File: config.mk
export PLATFORM = sky130hd
export DESIGN_NAME = cmd_responder
export DESIGN_NICKNAME = d
export VERILOG_FILES = /design/src/rtl/timetag_cmd_pkg.sv /design/src/rtl/cmd_fifo.sv /design/src/rtl/cmd_responder.sv
export SDC_FILE = /design/constraint.sdc
export NUM_CORES = 1
export LEC_CHECK = 0
export ABC_AREA = 1
export BUFFER_PORTS_ARGS = -buffer_cell sky130_fd_sc_hd__buf_2
export CAP_MARGIN = 20
export CORE_UTILIZATION = 40
export CTS_CLUSTER_SIZE = 25
export DETAILED_ROUTE_END_ITERATION = 8
export GPL_ROUTABILITY_DRIVEN = 0
export GPL_TIMING_DRIVEN = 1
export PLACE_DENSITY = 0.65
export REMOVE_ABC_BUFFERS = 1
export SYNTH_ARGS = -nofsm -noshare
export SYNTH_HDL_FRONTEND = slang
export SYNTH_HIERARCHICAL = 1
export SYNTH_SLANG_ARGS = --single-unit
File: constraint.sdc
create_clock -name fx2_clk -period 3.32 [get_ports fx2_clk]
set_clock_uncertainty 0.05 [all_clocks]
set_input_delay 0.166 -clock fx2_clk [delete_from_list [all_inputs] [get_ports fx2_clk]]
set_output_delay 0.166 -clock fx2_clk [all_outputs]
set_load 0.05 [all_outputs]
File: src/rtl/timetag_cmd_pkg.sv
// rtl/timetag_cmd_pkg.sv - shared constants and FSM state type for the host command responder
//
// Purpose: opcode values, default status bytes and the responder state
//          encoding, imported by cmd_responder.
package timetag_cmd_pkg;

  localparam logic [7:0] OP_WRITE     = 8'h01;
  localparam logic [7:0] OP_READ      = 8'h02;
  localparam logic [7:0] DEF_WR_ACK   = 8'hA5;
  localparam logic [7:0] DEF_ERR_BYTE = 8'hEE;

  typedef enum logic [2:0] {
    ST_IDLE,
    ST_ADDR,
    ST_DATA,
    ST_WR_EXEC,
    ST_RD_REQ,
    ST_RD_LATCH,
    ST_ERR,
    ST_REPLY
  } state_t;

endpackage

File: src/rtl/cmd_fifo.sv
// rtl/cmd_fifo.sv - synchronous first-word-fall-through byte FIFO
//
// Purpose: buffers host command bytes until the parser consumes them.
// Ports:
//   i_clk, i_reset  clock, synchronous active-high reset
//   i_push, i_wdata push strobe and byte; ignored when full unless a pop
//                   happens in the same cycle
//   i_pop, o_rdata  pop strobe; o_rdata is the head byte (valid when !o_empty)
//   o_full, o_empty occupancy flags
module cmd_fifo #(
  parameter int DEPTH = 4
) (
  input  logic       i_clk,
  input  logic       i_reset,
  input  logic       i_push,
  input  logic [7:0] i_wdata,
  input  logic       i_pop,
  output logic [7:0] o_rdata,
  output logic       o_full,
  output logic       o_empty
);

  localparam int AW = (DEPTH > 1) ? $clog2(DEPTH) : 1;

  logic [7:0]    r_mem [DEPTH];
  logic [AW-1:0] r_wptr;
  logic [AW-1:0] r_rptr;
  logic [AW:0]   r_count;
  logic          w_pop;
  logic          w_push;

  assign o_empty = (r_count == '0);
  assign o_full  = (r_count == (AW+1)'(DEPTH));
  assign o_rdata = r_mem[r_rptr];

  assign w_pop  = i_pop && !o_empty;
  // A pop in the same cycle frees the slot, so a push into a full FIFO survives.
  assign w_push = i_push && (!o_full || w_pop);

  always_ff @(posedge i_clk) begin
    if (i_reset) begin
      r_wptr  <= '0;
      r_rptr  <= '0;
      r_count <= '0;
    end else begin
      if (w_push) begin
        r_mem[r_wptr] <= i_wdata;
        r_wptr        <= r_wptr + AW'(1);
      end
      if (w_pop) begin
        r_rptr <= r_rptr + AW'(1);
      end
      r_count <= r_count + (AW+1)'(w_push) - (AW+1)'(w_pop);
    end
  end

endmodule

File: src/rtl/cmd_responder.sv
// rtl/cmd_responder.sv - host command parser, register access sequencer and reply shifter
//
// Purpose: parses WRITE (01 addr d0 d1 d2 d3) and READ (02 addr) frames from
//          the command byte stream, drives the register bus, and returns a
//          status byte or 4 read-data bytes (LSB first) over the reply handshake.
// Ports:
//   fx2_clk, reset            clock, synchronous active-high reset
//   cmd, cmd_wr               command byte and its one-cycle strobe
//   reply, reply_rdy          reply byte and its valid flag
//   reply_ack                 consumer took the current reply byte
//   reply_end                 marks the last byte of a reply
//   reg_addr, reg_wdata       register address / write data (held between accesses)
//   reg_wr, reg_rd            one-cycle register write / read strobes
//   reg_rdata                 register read data, valid one cycle after reg_rd
//   cmd_overflow              sticky: a command byte was dropped (FIFO full)
//   frame_timeout             one-cycle pulse when a partial frame is discarded
module cmd_responder
  import timetag_cmd_pkg::*;
#(
  parameter int         FIFO_DEPTH = 4,
  parameter int         TIMEOUT    = 1024,
  parameter logic [7:0] WR_ACK     = DEF_WR_ACK,
  parameter logic [7:0] ERR_BYTE   = DEF_ERR_BYTE
) (
  input  logic        fx2_clk,
  input  logic        reset,
  input  logic [7:0]  cmd,
  input  logic        cmd_wr,
  output logic [7:0]  reply,
  output logic        reply_rdy,
  input  logic        reply_ack,
  output logic        reply_end,
  output logic [7:0]  reg_addr,
  output logic [31:0] reg_wdata,
  output logic        reg_wr,
  output logic        reg_rd,
  input  logic [31:0] reg_rdata,
  output logic        cmd_overflow,
  output logic        frame_timeout
);

  localparam int TW = $clog2(TIMEOUT + 1);

  state_t        r_state;
  logic          r_is_write;
  logic [1:0]    r_byte_idx;
  logic [TW-1:0] r_tcnt;
  logic [23:0]   r_reply_sr;    // bytes still to send after the current one
  logic [2:0]    r_reply_left;  // bytes left including the current one
  logic [7:0]    r_reply;
  logic          r_reply_rdy;
  logic          r_reply_end;
  logic [7:0]    r_reg_addr;
  logic [31:0]   r_reg_wdata;
  logic          r_reg_wr;
  logic          r_reg_rd;
  logic          r_cmd_overflow;
  logic          r_frame_timeout;

  logic [7:0]    w_byte;
  logic          w_full;
  logic          w_empty;
  logic          w_pop;
  logic          w_drop;
  logic          w_in_frame;
  logic          w_timeout;

  assign w_in_frame = (r_state == ST_ADDR) || (r_state == ST_DATA);
  assign w_pop      = !w_empty &&
                      ((r_state == ST_IDLE) || w_in_frame);
  assign w_drop     = cmd_wr && w_full && !w_pop;
  // Fires on the TIMEOUT-th consecutive starved cycle inside a frame.
  assign w_timeout  = w_in_frame && w_empty && (r_tcnt == TW'(TIMEOUT - 1));

  cmd_fifo #(
    .DEPTH (FIFO_DEPTH)
  ) u_fifo (
    .i_clk   (fx2_clk),
    .i_reset (reset),
    .i_push  (cmd_wr),
    .i_wdata (cmd),
    .i_pop   (w_pop),
    .o_rdata (w_byte),
    .o_full  (w_full),
    .o_empty (w_empty)
  );

  always_ff @(posedge fx2_clk) begin
    if (reset) begin
      r_state         <= ST_IDLE;
      r_is_write      <= 1'b0;
      r_byte_idx      <= '0;
      r_tcnt          <= '0;
      r_reply_sr      <= '0;
      r_reply_left    <= '0;
      r_reply         <= '0;
      r_reply_rdy     <= 1'b0;
      r_reply_end     <= 1'b0;
      r_reg_addr      <= '0;
      r_reg_wdata     <= '0;
      r_reg_wr        <= 1'b0;
      r_reg_rd        <= 1'b0;
      r_cmd_overflow  <= 1'b0;
      r_frame_timeout <= 1'b0;
    end else begin
      r_reg_wr        <= 1'b0;
      r_reg_rd        <= 1'b0;
      r_frame_timeout <= 1'b0;

      if (w_drop) begin
        r_cmd_overflow <= 1'b1;
      end

      if (w_in_frame && w_empty) begin
        r_tcnt <= r_tcnt + TW'(1);
      end else begin
        r_tcnt <= '0;
      end

      case (r_state)
        ST_IDLE: begin
          if (!w_empty) begin
            if (w_byte == OP_WRITE) begin
              r_is_write <= 1'b1;
              r_state    <= ST_ADDR;
            end else if (w_byte == OP_READ) begin
              r_is_write <= 1'b0;
              r_state    <= ST_ADDR;
            end else begin
              r_state <= ST_ERR;
            end
          end
        end

        ST_ADDR: begin
          if (w_timeout) begin
            r_frame_timeout <= 1'b1;
            r_state         <= ST_IDLE;
          end else if (!w_empty) begin
            r_reg_addr <= w_byte;
            if (r_is_write) begin
              r_byte_idx <= '0;
              r_state    <= ST_DATA;
            end else begin
              // Strobe is raised on entry so it is high during RD_REQ.
              r_reg_rd <= 1'b1;
              r_state  <= ST_RD_REQ;
            end
          end
        end

        ST_DATA: begin
          if (w_timeout) begin
            r_frame_timeout <= 1'b1;
            r_state         <= ST_IDLE;
          end else if (!w_empty) begin
            r_reg_wdata[{r_byte_idx, 3'b000} +: 8] <= w_byte;
            r_byte_idx <= r_byte_idx + 2'd1;
            if (r_byte_idx == 2'd3) begin
              r_reg_wr <= 1'b1;
              r_state  <= ST_WR_EXEC;
            end
          end
        end

        ST_WR_EXEC: begin
          r_reply      <= WR_ACK;
          r_reply_left <= 3'd1;
          r_reply_end  <= 1'b1;
          r_reply_rdy  <= 1'b1;
          r_state      <= ST_REPLY;
        end

        ST_RD_REQ: begin
          r_state <= ST_RD_LATCH;
        end

        ST_RD_LATCH: begin
          r_reply      <= reg_rdata[7:0];
          r_reply_sr   <= reg_rdata[31:8];
          r_reply_left <= 3'd4;
          r_reply_end  <= 1'b0;
          r_reply_rdy  <= 1'b1;
          r_state      <= ST_REPLY;
        end

        ST_ERR: begin
          r_reply      <= ERR_BYTE;
          r_reply_left <= 3'd1;
          r_reply_end  <= 1'b1;
          r_reply_rdy  <= 1'b1;
          r_state      <= ST_REPLY;
        end

        ST_REPLY: begin
          if (reply_ack && r_reply_rdy) begin
            if (r_reply_left == 3'd1) begin
              r_reply_rdy <= 1'b0;
              r_reply_end <= 1'b0;
              r_state     <= ST_IDLE;
            end else begin
              r_reply      <= r_reply_sr[7:0];
              r_reply_sr   <= {8'h00, r_reply_sr[23:8]};
              r_reply_left <= r_reply_left - 3'd1;
              r_reply_end  <= (r_reply_left == 3'd2);
            end
          end
        end

        default: begin
          r_state <= ST_IDLE;
        end
      endcase
    end
  end

  assign reply         = r_reply;
  assign reply_rdy     = r_reply_rdy;
  assign reply_end     = r_reply_end;
  assign reg_addr      = r_reg_addr;
  assign reg_wdata     = r_reg_wdata;
  assign reg_wr        = r_reg_wr;
  assign reg_rd        = r_reg_rd;
  assign cmd_overflow  = r_cmd_overflow;
  assign frame_timeout = r_frame_timeout;

endmodule
== Yosys cells after proc, flatten, opt, wreduce, memory -nomap -nowiden ==
Memory sizes are Yosys's and may differ from the RTL's. A register that Yosys moved wholly into a read port is not among the register bits.
Index checks and enable logic that the tools add are counted.

* Add/sub/neg operators: 8
* Eq/ne operators: 26
* Shift operators: 2
* Mux-type cells: 44
* Bitwise gates (word level): 6
* Reduce and logical (&&, ||, !) cells: 39

{| class="wikitable"
|+ Operators with widths
! operator !! number
|-
| 24-bit 2-to-1 mux || 2
|-
| 24-bit case mux with 2 select lines || 1
|-
| 3-bit 2-to-1 mux || 13
|-
| 32-bit bitwise mux || 1
|-
| 8-bit case mux with 4 select lines || 1
|-
| 8-bit by 7-bit variable shift with 32-bit output (first input constant) || 1
|-
| 8-bit by 7-bit indexed part select with 32-bit output || 1
|-
| 3-bit AND reduction || 7
|-
| 2-bit != test (second input constant) || 9
|-
| 3-bit case mux with 6 select lines || 1
|-
| 8-bit 2-to-1 mux || 2
|-
| 3-bit == test (second input constant) || 5
|-
| 2-bit 2-to-1 mux || 7
|-
| 1-bit 2-to-1 mux || 12
|-
| 6-bit AND reduction || 2
|-
| 11-bit by 1-bit adder with 11-bit output (second input constant) || 1
|-
| 11-bit by 10-bit == test with 1-bit output (second input constant) || 1
|-
| 3-bit by 2-bit == test with 1-bit output (second input constant) || 3
|-
| 3-bit case mux with 3 select lines || 1
|-
| 8-bit by 1-bit == test with 1-bit output (second input constant) || 1
|-
| 8-bit by 2-bit == test with 1-bit output (second input constant) || 1
|-
| 1-bit logical AND || 8
|-
| 2-bit nonzero test || 4
|-
| 2-bit OR reduction || 4
|-
| 21 further kinds || 36
|}

* Register bits: 105
* Bits in writable memories: 32
* Input port bits: 44
* Output and inout bits: 54
* Word-level logic and storage cells: 144
* Memories kept: 1

{| class="wikitable"
|+ Memories
! memory !! words !! bits a word !! read ports !! clocked after memory_dff !! wr ports !! line !! source
|-
| u_fifo.r_mem || 4 || 8 || 1 || 1 || 1 || cmd_fifo.sv:25 || <nowiki>logic [7:0] r_mem [DEPTH];</nowiki>
|}

== Depth between registers and ports, before layout ==
Gate-level depths: netlist of run 1.

* Depth after elaboration: 10
* Mapped depth: 15
* Depth with buffers taken out: 14

== Hierarchy ==
The synthesis of run 1 kept the hierarchy.

{| class="wikitable"
|+ Modules (own cells, without submodules)
! module !! times used !! cells each !! area each (sq um) !! sequential area each (sq um)
|-
| cmd_responder || 1 || 563 || 4,304.1 || 1,961.9
|-
| cmd_fifo || 1 || 147 || 1,692.9 || 1,141.1
|}

== Worst setup path after synthesis of run 1 ==
Ideal clock, no wire load.

* Kind: reg2reg
* From: register u_fifo.r_count[1]
* To: register u_fifo.r_count[2]
* Library setup time: 114 ps
* Arrival time: 1,930 ps
* Required time: 3,156 ps
* Slack: 1,226 ps
* Stages on the path, launching flop included: 16
* Path buffers: 1
* Period minus slack after synthesis: 2,094 ps
* Path through: dfxtp_1 > nor2_2 > nand2_4 > inv_1 > buf_6 > nor2_1 > inv_1 > nand3_2 > nand2_1 > inv_2 > nand2_1 > nand2_1 > ha_1 > fa_1 > xor2_1 > nor2_1

* Word-level cells in the longest chain between the ends: 8
* Elaborated cells on any way between the ends: 10
* Classes of those cells: 2 x add/sub; 1 x eq/ne; 7 x reduce/logical

{| class="wikitable"
|+ Ends and longest elaborated chain
! item !! line !! source
|-
| from (decl) || cmd_fifo.sv:28 || <nowiki>logic [AW:0] r_count;</nowiki>
|-
| from (signal assigned) || cmd_fifo.sv:53 || <nowiki>r_count <= r_count + (AW+1)'(w_push) - (AW+1)'(w_pop);</nowiki>
|-
| 3-bit logical NOT * || cmd_fifo.sv:32 || <nowiki>assign o_empty = (r_count == '0);</nowiki>
|-
| via w_empty || cmd_responder.sv:62 || <nowiki>logic w_empty;</nowiki>
|-
| 1-bit logical NOT * || cmd_responder.sv:69 || <nowiki>assign w_pop = !w_empty &&</nowiki>
|-
| 1-bit logical AND * || cmd_responder.sv:69 ||
|-
| via w_pop || cmd_responder.sv:63 || <nowiki>logic w_pop;</nowiki>
|-
| 1-bit logical AND * || cmd_fifo.sv:36 || <nowiki>assign w_pop = i_pop && !o_empty;</nowiki>
|-
| 1-bit logical OR || cmd_fifo.sv:38 || <nowiki>assign w_push = i_push && (!o_full || w_pop);</nowiki>
|-
| 1-bit logical AND || cmd_fifo.sv:38 ||
|-
| 3-bit by 1-bit adder with 3-bit output || cmd_fifo.sv:53 ||
|-
| 3-bit by 1-bit subtractor with 3-bit output * || cmd_fifo.sv:53 ||
|}

Mark *: on every way through the listed nets, which the timed path passes. The rest lies on a longest branch.
A chain may end at the register's enable or synchronous reset.

== Worst setup path after layout of run 1 ==
* From: register u_fifo.r_count[2]
* To: memory u_fifo.r_mem[2][4] (enable)

* Word-level cells in the longest chain between the ends: 9
* Elaborated cells on any way between the ends: 11
* Classes of those cells: 1 x eq/ne; 3 x mux; 7 x reduce/logical

{| class="wikitable"
|+ Ends and longest elaborated chain
! item !! line !! source
|-
| 3-bit logical NOT || cmd_fifo.sv:32 ||
|-
| via w_empty || cmd_responder.sv:62 ||
|-
| 1-bit logical NOT || cmd_responder.sv:69 ||
|-
| 1-bit logical AND || cmd_responder.sv:69 ||
|-
| via w_pop || cmd_responder.sv:63 ||
|-
| 1-bit logical AND || cmd_fifo.sv:36 ||
|-
| 1-bit logical OR || cmd_fifo.sv:38 ||
|-
| 1-bit logical AND || cmd_fifo.sv:38 ||
|-
| 1-bit 2-to-1 mux || cmd_fifo.sv:46 || <nowiki>if (w_push) begin</nowiki>
|-
| 1-bit 2-to-1 mux || cmd_fifo.sv:41 || <nowiki>if (i_reset) begin</nowiki>
|-
| 1-bit 2-to-1 mux (implied by the code) || cmd_fifo.sv:47 || <nowiki>r_mem[r_wptr] <= i_wdata;</nowiki>
|-
| to (decl) || cmd_fifo.sv:25 ||
|}

The timed path passes the listed nets, and every way through them passes these cells.

==> results of run 1 <==
[logic make-up (layout without fill, tap and decap cells)]
logic type                 after synthesis  in the layout  synth area share (%)
and+or+nand+nor                        281            281                 21.09
AOI/OAI and AO/OA                      172            172                 15.96
DFF                                    139            139                 51.74
buffers and inverters                   95            234                 6.718
adders and majority gates               16             16                 3.463
xor gates and xnor gates                 7              7                 1.022
[stage by stage]
stage | hold slack, ns | instance area [um2] | instances
floorplan | 0.1851 | 5838 | 680
global placement | 0.3362 | 6576 | 964
detailed placement | 0.3377 | 6576 | 964
CTS | 0.04285 | 7566 | 1033
global route | 0.09138 | 7566 | 1033
finish | 0.05553 | 7566 | 1033
[area by class of cell]
cell class | instances | area [um2] | share of cell area [%]
clock buffer | 21 | 461.7 | 6.102
inverter | 65 | 244.0 | 3.225
multi-input combinational | 476 | 2491 | 32.93
sequential | 139 | 3103 | 41.01
timing repair buffer | 137 | 878.3 | 11.61
clock inverter | 11 | 157.7 | 2.084
tap | 184 | 230.2 | 3.043
[worst min path at each step]
stage,startpoint,to,slack [ns],depth (start not counted)
2_1_floorplan,reset,cmd_overflow$_SDFFE_PP0P_,0.19,1
3_3_place_gp,cmd[1],u_fifo/r_mem[3][1]$_DFFE_PP_,0.34,1
3_5_place_dp,cmd[1],u_fifo/r_mem[2][1]$_DFFE_PP_,0.34,1
4_1_cts,cmd_wr,u_fifo/r_wptr[0]$_SDFFE_PP0P_,0.04,3
5_1_grt,reg_rdata[6],reply[6]$_SDFFE_PP0P_,0.09,5
6_report,cmd_wr,u_fifo/r_wptr[0]$_SDFFE_PP0P_,0.06,3
[sequential cells by signal, indices dropped and copies added, names as in the netlist, 2 cells and up, named ones only]
| name | cells |
|---|---|
| u_fifo/r_mem | 32 |
| r_tcnt | 11 |
| r_reply_sr | 24 |
| r_state | 3 |
| reply | 8 |
| u_fifo/r_rptr | 2 |
| reg_wdata | 32 |
| u_fifo/r_wptr | 2 |
| r_reply_left | 3 |
| u_fifo/r_count | 3 |
| reg_addr | 8 |
| r_byte_idx | 2 |
[worst register-to-register path: cells and delay by family, from the launching register on]
family,cells,cell delay (ns)
AND/OR/NAND/NOR,6,1.25
flip-flops,1,0.38
buffers and inverters,4,0.37
[synthesized netlist by cell type]
| cell | n |
|---|---|
| nand2_1 | 123 |
| dfxtp_1 | 107 |
| a21oi_1 | 69 |
| nor2_1 | 68 |
| inv_1 | 58 |
| o21ai_0 | 48 |
| edfxtp_1 | 32 |
| nand3_1 | 31 |
| or3_1 | 23 |
| a31oi_1 | 18 |
| clkbuf_1 | 16 |
| ha_1 | 15 |
| nor3_1 | 11 |
| o22ai_1 | 11 |
| a32oi_1 | 8 |
| buf_2 | 7 |
| o21ai_1 | 7 |
| inv_2 | 6 |
| nand2_2 | 6 |
| nand4_1 | 5 |
| a22oi_1 | 4 |
| buf_6 | 4 |
| xor2_1 | 4 |
| a211oi_1 | 3 |
| nand2_4 | 3 |
| nor2_2 | 3 |
| nor2_4 | 3 |
| xnor2_1 | 3 |
| buf_4 | 2 |
| nor4_1 | 2 |
| a22o_1 | 1 |
| a41oi_1 | 1 |
| buf_1 | 1 |
| clkinv_1 | 1 |
| fa_1 | 1 |
| nand3_2 | 1 |
| nor3b_1 | 1 |
| o211ai_1 | 1 |
| o21bai_1 | 1 |
| or2_4 | 1 |
[power breakdown]
part           total (mW)  leakage [nW]  internal (mW)  switching [mW]
clock                1.97         0.304           1.24           0.733
combinational        1.66          1.68          0.452            1.21
sequential           2.08          1.16           1.92           0.162
total                5.72          3.14           3.61            2.11
[routing by layer]
layer	part of all wire (%)	vias to the layer above	GRT usage [%]
met5	0	-	0
li1	-	2670	-
met1	47	2456	25.95
met3	4.3	17	4.210
met4	1.6	0	7.371
met2	47	141	31.23
[cell usage in the layout, fill, tap and decap left out, types with 5 or more instances in the layout]
master / Yosys / layout
inv_1: 58 / 58
edfxtp_1: 32 / 32
a21oi_1: 69 / 69
nor2_1: 68 / 68
ha_1: 15 / 15
o21ai_0: 48 / 48
dlygate4sd3_1: 0 / 37
a32oi_1: 8 / 8
a31oi_1: 18 / 18
buf_2: 7 / 97
inv_2: 6 / 6
dfxtp_1: 107 / 107
clkbuf_16: 0 / 17
nand3_1: 31 / 31
or3_1: 23 / 23
nand2_2: 6 / 6
o21ai_1: 7 / 7
nand4_1: 5 / 5
nand2_1: 123 / 123
nor3_1: 11 / 11
o22ai_1: 11 / 11
==> results.json, run 1 <==
{
  "crit-reg2reg-launch": "u_fifo/r_count[2]$_SDFF_PP0_",
  "ys_seq_elements": 139,
  "grt-ovfl-total": 0,
  "routed-via-count": 5284,
  "cts_tree": "done",
  "port_buffers": 97,
  "cap_violations": 0,
  "ys_seq_area_share_pct": 51.74,
  "grt_usage_pct": 19.59,
  "crit_required_ns": 3.32,
  "filler_cell_count": 1315,
  "critPathMaxStageDelay_ns": 0.61,
  "diodes": 0,
  "cts_max_level": 4,
  "io_pins": 98,
  "syn_area_per_cell_um2": 8.446,
  "grt_pass1_vias": 4989,
  "holdCritPathClass": "primary input to flip-flop",
  "crit_chain": "inv_2 -> nand2_4 -> inv_1 -> nor2_1 -> inv_1 -> nand3_2 -> nand2_1 -> inv_2 -> nand2_2 -> nor2_1",
  "ys_types": 40,
  "initial_utilization_pct": 41.11,
  "endpoint": "u_fifo/r_mem[2][4]$_DFFE_PP_",
  "crit_start": "u_fifo/r_count[2]$_SDFF_PP0_",
  "dp_slack_ns": 0.9016,
  "synthesis.area_um2": 5997,
  "antenna_found_initial": 0,
  "p_total_mw": 5.715,
  "reg2reg_depth": 10,
  "grt_max_degree": 59,
  "holdBufCountCts": 37,
  "critical_path_depth": 10,
  "crit_type": "flip-flop to flip-flop",
  "worst_pin_slew_ns": 0.9210,
  "path_buf_inv": 4,
  "yosys-top-cells-area": "dfxtp_1, edfxtp_1, nand2_1, a21oi_1, nor2_1",
  "cp-start-kind": "flip-flop",
  "cts_resized": 0,
  "crit_path_end_kind": "flip-flop",
  "drive_gt1_share_pct": 18.14,
  "cts_setup_buffers": 0,
  "critPathSlowestCell": "nor2_1",
  "hold_viol": 0,
  "dp_hpwl_um": 9647,
  "area_growth_pct": 26.16,
  "clock.fmax_mhz": 412.1,
  "cts_buffers": 17,
  "synth_top_area_cell": "dfxtp_1",
  "leakage_nw": 3.138,
  "firstDrtPassIters": 4,
  "worst_path_dominant_cell_family": "simple AND/OR/NAND/NOR gates",
  "drt-vias-per-instance": 5.115,
  "clk_path_buf_depth": 2,
  "rsz0062_at_grt": "false",
  "regToRegSetupSlack_ns": 0.89,
  "r2r_end": "u_fifo/r_mem[2][4]$_DFFE_PP_",
  "outcome": "finished clean",
  "fin_tns_setup_ns": 0,
  "grt_pass1_wl_um": 24400,
  "root_buffer": "clkbuf_16",
  "die_x_um": 124.4,
  "finalCriticalPeriod_ns": 2.427,
  "drcViolationCount": 0,
  "clock_latency_ns": 0.42,
  "synthCells": 710,
  "postLayoutSetupSlackWorst_ns": 0.8931,
  "drt-total-wl_um": 14700,
  "cts.sinks": 139,
  "crit_fanout": 8,
  "setup_viol": 0,
  "drtIter0Drc": 358,
  "core_area_um2": 14590,
  "dieArea_um2": 15490,
  "die_h_um": 124.4,
  "synth_top_cell_area_share_pct": 35.72,
  "clkTransAtPathRegs_ns": 0.06,
  "fin_crit_sh_pct": 73.10,
  "cp.arrival_ns": 2.43,
  "powerDensity_nw_per_um2": 755.4,
  "ir_worst_vdd_mv": 0.3306,
  "wire_per_inst_um": 14.23,
  "final_util_pct": 51.86,
  "final_nets": 896,
  "rows": 44,
  "slew_headroom_pct": 38.53,
  "ys_warn_count": 6,
  "drv_slew": 0,
  "ant_nets": 0
}
No activity file was read; power rests on OpenSTA's default activity.
==> inputs of run 2 (changes only) <==
- ABC_AREA: 1 -> 0
- clock period: 3.32 -> 2.55 ns (I/O delays scaled with it)
==> run 2 against run 1 <==
Against the previous run: synthesized area rose by 1.0%; critical path depth fell by 2; largest cell class unchanged; register-to-register slack got worse by 0.67 ns; global-route usage fell by 0.69 points; die area rose by 1.0%; critical endpoint is now u_fifo/r_count[2]$_SDFF_PP0_; final area rose by 1.9%; cell count fell by 7.9%; via count fell by 5.3%; non-clock buffer count rose by 16; power rose by 29%.
==> results.json, run 2 <==
{
  "register_area_um2": 3104,
  "ir_worst_vdd_mv": 0.5334,
  "finalCriticalPeriod_ns": 2.324,
  "die_x_um": 125.1,
  "final_nets": 814,
  "clkTransAtPathRegs_ns": 0.06,
  "ys_async_sr_fraction_pct": 0,
  "clock_latency_ns": 0.43,
  "synthXorXnorAreaFrac_pct": 2.024,
  "clock.fmax_mhz": 430.4,
  "powerDensity_nw_per_um2": 956.4,
  "clockPowerShare_pct": 33.1,
  "grt-ovfl-total": 0,
  "dieArea_um2": 15640,
  "cp.arrival_ns": 2.56,
  "whs_path_depth": 3,
  "r2r_end": "u_fifo/r_count[2]$_SDFF_PP0_",
  "firstDrtPassIters": 7,
  "yosys-top-cells-area": "dfxtp_1, edfxtp_1, nand2_1, nor2_1, a21oi_1",
  "crit_required_ns": 2.78,
  "crit-reg2reg-launch": "u_fifo/r_count[2]$_SDFF_PP0_",
  "synth_top_area_cell": "dfxtp_1",
  "drt-total-wl_um": 14160,
  "synth_ff_type": "dfxtp_1",
  "io_pins": 98,
  "die_h_um": 125.1,
  "crit_fanout": 5,
  "fin_crit_sh_pct": 91.12,
  "filler_cell_count": 1316,
  "ys_seq_elements": 139,
  "ys_types": 58,
  "swShare_pct": 34.88,
  "rows": 44,
  "leakage_nw": 2.949,
  "routed-via-count": 5002,
  "drive_gt1_share_pct": 24.77,
  "worst_pin_slew_ns": 0.8606,
  "antenna_found_initial": 0,
  "ant_nets": 0,
  "worst_path_dominant_cell_family": "adder cells",
  "critPathMaxStageDelay_ns": 0.43,
  "placedCellCount": 884,
  "final_common_cell": "dfxtp_1",
  "regToRegSetupSlack_ns": 0.23,
  "synth_top_family_by_area": "simple AND/OR/NAND/NOR gates",
  "synth_adder_area_share_pct": 3.428,
  "synth_compound_area_share_pct": 15.06,
  "cap_violations": 0,
  "slew_headroom_pct": 42.63,
  "crit_chain": "or3b_1 -> o21ai_1 -> mux2i_1 -> ha_1 -> fa_1 -> xnor2_1 -> xnor2_1 -> nor2_1",
  "seqPwrFrac_pct": 36.5,
  "drt-vias-per-instance": 5.260,
  "syn_area_per_cell_um2": 9.771,
  "endpoint": "u_fifo/r_count[2]$_SDFF_PP0_",
  "cts_buffers": 17,
  "core_area_um2": 14640,
  "hold_viol": 0,
  "root_buffer": "clkbuf_16",
  "diodes": 0,
  "synthMuxAreaShare_pct": 4.378,
  "clk_path_buf_depth": 2,
  "crit_path_end_kind": "flip-flop",
  "p_total_mw": 7.373,
  "layout_common_cells": "dfxtp_1, buf_2, nand2_1",
  "synth_top_cell_area_share_pct": 35.36,
  "crit_start": "u_fifo/r_count[2]$_SDFF_PP0_",
  "drcViolationCount": 0,
  "path_buf_inv": 0,
  "cp-start-kind": "flip-flop",
  "drv_slew": 0,
  "synthSimpleGateAreaFrac_pct": 19.85,
  "synthesis.area_um2": 6058,
  "drtIter0Drc": 350,
  "crit_type": "flip-flop to flip-flop",
  "p_comb_share_pct": 30.4,
  "cts.sinks": 139,
  "grt_max_degree": 78,
  "switching_power_mw": 2.571,
  "grt_usage_pct": 18.90,
  "setup_viol": 0,
  "dp_hpwl_um": 9661,
  "cp_common_cell": "xnor2_1",
  "grt_pass1_vias": 4895,
  "reg2reg_depth": 8,
  "ys_warn_count": 6,
  "cts_tree": "done",
  "holdCritPathClass": "primary input to flip-flop",
  "synthCells": 620,
  "synthTopCellsByCount": "dfxtp_1, nand2_1, nor2_1",
  "wire_per_inst_um": 14.89,
  "stdcell_count": 951,
  "port_buffers": 97,
  "synth_edf_count": 32,
  "multiInputGateArea_um2": 2715,
  "outcome": "finished clean",
  "critical_path_depth": 8,
  "ys_seq_area_share_pct": 51.22,
  "final_util_pct": 52.64,
  "yosys.cell_count.top_type": "dfxtp_1",
  "grt_pass1_wl_um": 23630,
  "cts_max_level": 4,
  "critPathSlowestCell": "or3b_1",
  "rsz0062_at_grt": "false",
  "initial_utilization_pct": 41.37,
  "internal-power_mw": 4.801,
  "area_growth_pct": 27.24
}
==> run 2: worst min-delay path, cell delays in order <==
cell and delay (ns):
buf_2 0.10, mux2i_1 0.12, a311oi_1 0.10
==> run 2: stage by stage <==
| step | hold WS (ns) | TNS [ns] | area (um2) | worst slack (ns) |
|---|---|---|---|---|
| 4_1_cts | 0.008036 | 0 | 7692 | 0.1288 |
| 3_5_place_dp | 0.3039 | -0.09210 | 6765 | -0.09210 |
| 6_report | 0.01589 | 0 | 7709 | 0.2263 |
| 2_1_floorplan | 0.1454 | -0.2289 | 5877 | -0.2025 |
| 5_1_grt | 0.02696 | 0 | 7709 | 0.04505 |
| 3_3_place_gp | 0.2965 | 0 | 6765 | 0.1197 |
==> run 2: kinds of logic after synthesis <==
logic type                 count (synthesis)
adders and majority gates                 16
buffers and inverters                     55
and+or+nand+nor                          259
DFF                                      139
muxes                                     16
AOI/OAI and AO/OA                        121
xor gates and xnor gates                  14
==> run 2: timing repair <==
item | in CTS | in global routing
resized for setup | 1 | 1
hold buffers | 33 | 0
endpoints found under the hold margin | 57 | 0
buffers inserted | 0 | 2
setup endpoints to repair | 1 | 1
pin swaps | 0 | 1
==> run 2: worst min-delay path by stage <==
stage	endpoint	start	slack (ns)
5_1_grt	reply[7]$_SDFFE_PP0P_	reg_rdata[7]	0.03
6_report	reply[7]$_SDFFE_PP0P_	reg_rdata[7]	0.02
2_1_floorplan	r_reply_sr[10]$_SDFFE_PP0P_	reset	0.15
3_3_place_gp	u_fifo/r_mem[3][4]$_DFFE_PP_	cmd[4]	0.30
4_1_cts	reply[7]$_SDFFE_PP0P_	reg_rdata[7]	0.008
3_5_place_dp	u_fifo/r_mem[3][4]$_DFFE_PP_	cmd[4]	0.30
==> run 2: layout make-up <==
| cell class | count | share of cell area, % |
|---|---|---|
| Timing Repair Buffer | 153 | 13.02 |
| Clock inverter | 15 | 2.159 |
| Multi-Input combinational cell | 426 | 35.22 |
| Tap cell | 184 | 2.987 |
| Inverter | 17 | 0.8278 |
| Clock buffer | 17 | 5.519 |
| Sequential cell | 139 | 40.27 |
==> run 2: routing by layer <==
layer  vias to the layer above  GRT usage (%)  routed length [um]
li1                       2465              -                   -
met1                      2360          23.66                6308
met2                       140          30.73                6800
met3                        37          3.766                 634
met4                         0          10.26                 414
met5                         -              0                   0
==> run 2: power by group through the flow <==
stage                     Sequential (mW)  Clock (mW)  Combinational, mW
after CTS                            2.69        2.49               2.20
after floorplan                      3.07           0               1.17
after global placement               2.71           0               2.09
after detailed placement             2.73           0               2.14
after global routing                 2.73        2.58               2.46
final                                2.69        2.44               2.24
==> inputs of run 3 (changes only) <==
- RECOVER_POWER: unset -> 25
==> run 3 against run 2 <==
Against the previous run: setup slack better by 0.0013 ns; register-to-register slack about the same; highest routed layer unchanged; hold slack about the same.
==> results.json, run 3 (same netlist as run 2, synthesis figures left out) <==
{
  "slew_headroom_pct": 43.49,
  "register_area_um2": 3104,
  "dp_slack_ns": -0.09210,
  "critPathSlowestCell": "or3b_1",
  "finalCriticalPeriod_ns": 2.322,
  "die_x_um": 125.1,
  "holdCritPathClass": "primary input to flip-flop",
  "setup_viol": 0,
  "grt_pass1_wl_um": 23630,
  "powerDensity_nw_per_um2": 960.2,
  "cts_tree": "done",
  "placed_cell_area_um2": 6765,
  "port_buffers": 97,
  "cp-start-kind": "flip-flop",
  "clock_latency_ns": 0.43,
  "switching_power_mw": 2.574,
  "rows": 44,
  "drt-total-wl_um": 14190,
  "cp.arrival_ns": 2.56,
  "clk_path_buf_depth": 2,
  "die_h_um": 125.1,
  "antenna_found_initial": 0,
  "core_area_um2": 14640,
  "leakage_nw": 2.822,
  "filler_cell_count": 1327,
  "drive_gt1_share_pct": 20.60,
  "postLayoutSetupSlackWorst_ns": 0.2276,
  "swShare_pct": 34.95,
  "seqPwrFrac_pct": 36.5,
  "clkTransAtPathRegs_ns": 0.06,
  "multiInputGateArea_um2": 2715,
  "drtIter0Drc": 355,
  "clockPowerShare_pct": 33.1,
  "clock.fmax_mhz": 430.6,
  "stdcell_count": 951,
  "drv_slew": 0,
  "hold-worst-slack_ns": 0.01636,
  "fin_crit_sh_pct": 91.07,
  "grt_max_degree": 78,
  "root_buffer": "clkbuf_16",
  "placedCellCount": 884,
  "p_comb_share_pct": 30.3,
  "io_pins": 98,
  "hold_viol": 0,
  "drcViolationCount": 0,
  "crit_required_ns": 2.78,
  "final_area_um2": 7669,
  "routed-via-count": 5023,
  "cts.sinks": 139,
  "worst_pin_slew_ns": 0.8477,
  "crit_chain": "or3b_1 -> o21ai_1 -> mux2i_1 -> ha_1 -> fa_1 -> xnor2_1 -> xnor2_1 -> nor2_1",
  "final_common_cell": "dfxtp_1",
  "grt_usage_pct": 18.90,
  "dieArea_um2": 15640,
  "cts_buffers": 17,
  "p_total_mw": 7.364,
  "area_growth_pct": 26.58,
  "crit_fanout": 5,
  "firstDrtPassIters": 7,
  "layout_common_cells": "dfxtp_1, nand2_1, nor2_1",
  "outcome": "finished clean",
  "grt-ovfl-total": 0,
  "internal-power_mw": 4.790,
  "cap_violations": 0,
  "crit_type": "flip-flop to flip-flop",
  "rsz0062_at_grt": "false",
  "ir_worst_vdd_mv": 0.5344,
  "diodes": 0,
  "critPathMaxStageDelay_ns": 0.43,
  "drt-vias-per-instance": 5.282,
  "crit_path_end_kind": "flip-flop",
  "grt_pass1_vias": 4895,
  "dp_hpwl_um": 9661,
  "cp_common_cell": "xnor2_1",
  "cts_max_level": 4,
  "final_nets": 814,
  "ant_nets": 0,
  "initial_utilization_pct": 41.37,
  "wire_per_inst_um": 14.92
}
==> run 3: cell count changes in the layout (fill, tap and decap cells not counted), sizes merged <==
cell    change
buf        -32
clkbuf     +32
==> run 3: routing by layer <==
layer | global-route usage [%] | vias up | routed length, um
met4 | 10.26 | 0 | 416
met2 | 30.73 | 135 | 6833
met5 | 0 | - | 0
li1 | - | 2469 | -
met1 | 23.66 | 2382 | 6351
met3 | 3.766 | 37 | 591
==> run 3: layout make-up <==
class	instances	area share, %
clock inverters	15	2.170
multi-input cells	426	35.41
flip-flops and latches	139	40.48
clock buffers	17	5.547
well taps	184	3.002
inverters	17	0.8321
repair buffers	153	12.56
==> run 3: repair_timing <==
item | CTS | global route
endpoints found under the hold margin | 57 | 0
gates resized for setup | 1 | 1
pin swaps | 0 | 1
hold buffers | 33 | 0
endpoints found under the setup margin | 1 | 1
buffers inserted | 0 | 2
==> run 3: path summary, 6_finish.rpt <==
path,startpoint,endpoint,slack (ns),depth (start not counted)
min,reg_rdata[7],reply[7]$_SDFFE_PP0P_,0.02,3
max reg2reg,u_fifo/r_count[2]$_SDFF_PP0_,u_fifo/r_count[2]$_SDFF_PP0_,0.23,8
max,u_fifo/r_count[2]$_SDFF_PP0_,u_fifo/r_count[2]$_SDFF_PP0_,0.23,8
min reg2reg,reg_wdata[5]$_SDFFE_PP0P_,reg_wdata[5]$_SDFFE_PP0P_,0.40,2
==> run 3: through the flow <==
stage               util (%)  setup TNS (ns)
floorplan                  -         -0.2289
global placement       46.20               0
detailed placement     46.20        -0.09210
CTS                    52.53               0
global route           52.37               0
finish                 52.37               0
==> run 3: power by group through the flow <==
stage                     logic, mW  clock network [mW]  registers [mW]
after detailed placement       2.14                   0            2.73
after CTS                      2.20                2.49            2.69
after floorplan                1.17                   0            3.07
final                          2.23                2.44            2.69
after global placement         2.09                   0            2.71
after global routing           2.45                2.58            2.73
==> run 3: worst max-delay path: cells and delay by family (launching register included) <==
family | cells | cell delay (ns)
simple gates | 2 | 0.48
compound gates | 1 | 0.19
xor+xnor | 2 | 0.33
mux | 1 | 0.11
fa+ha+maj | 2 | 0.60
flops | 1 | 0.42
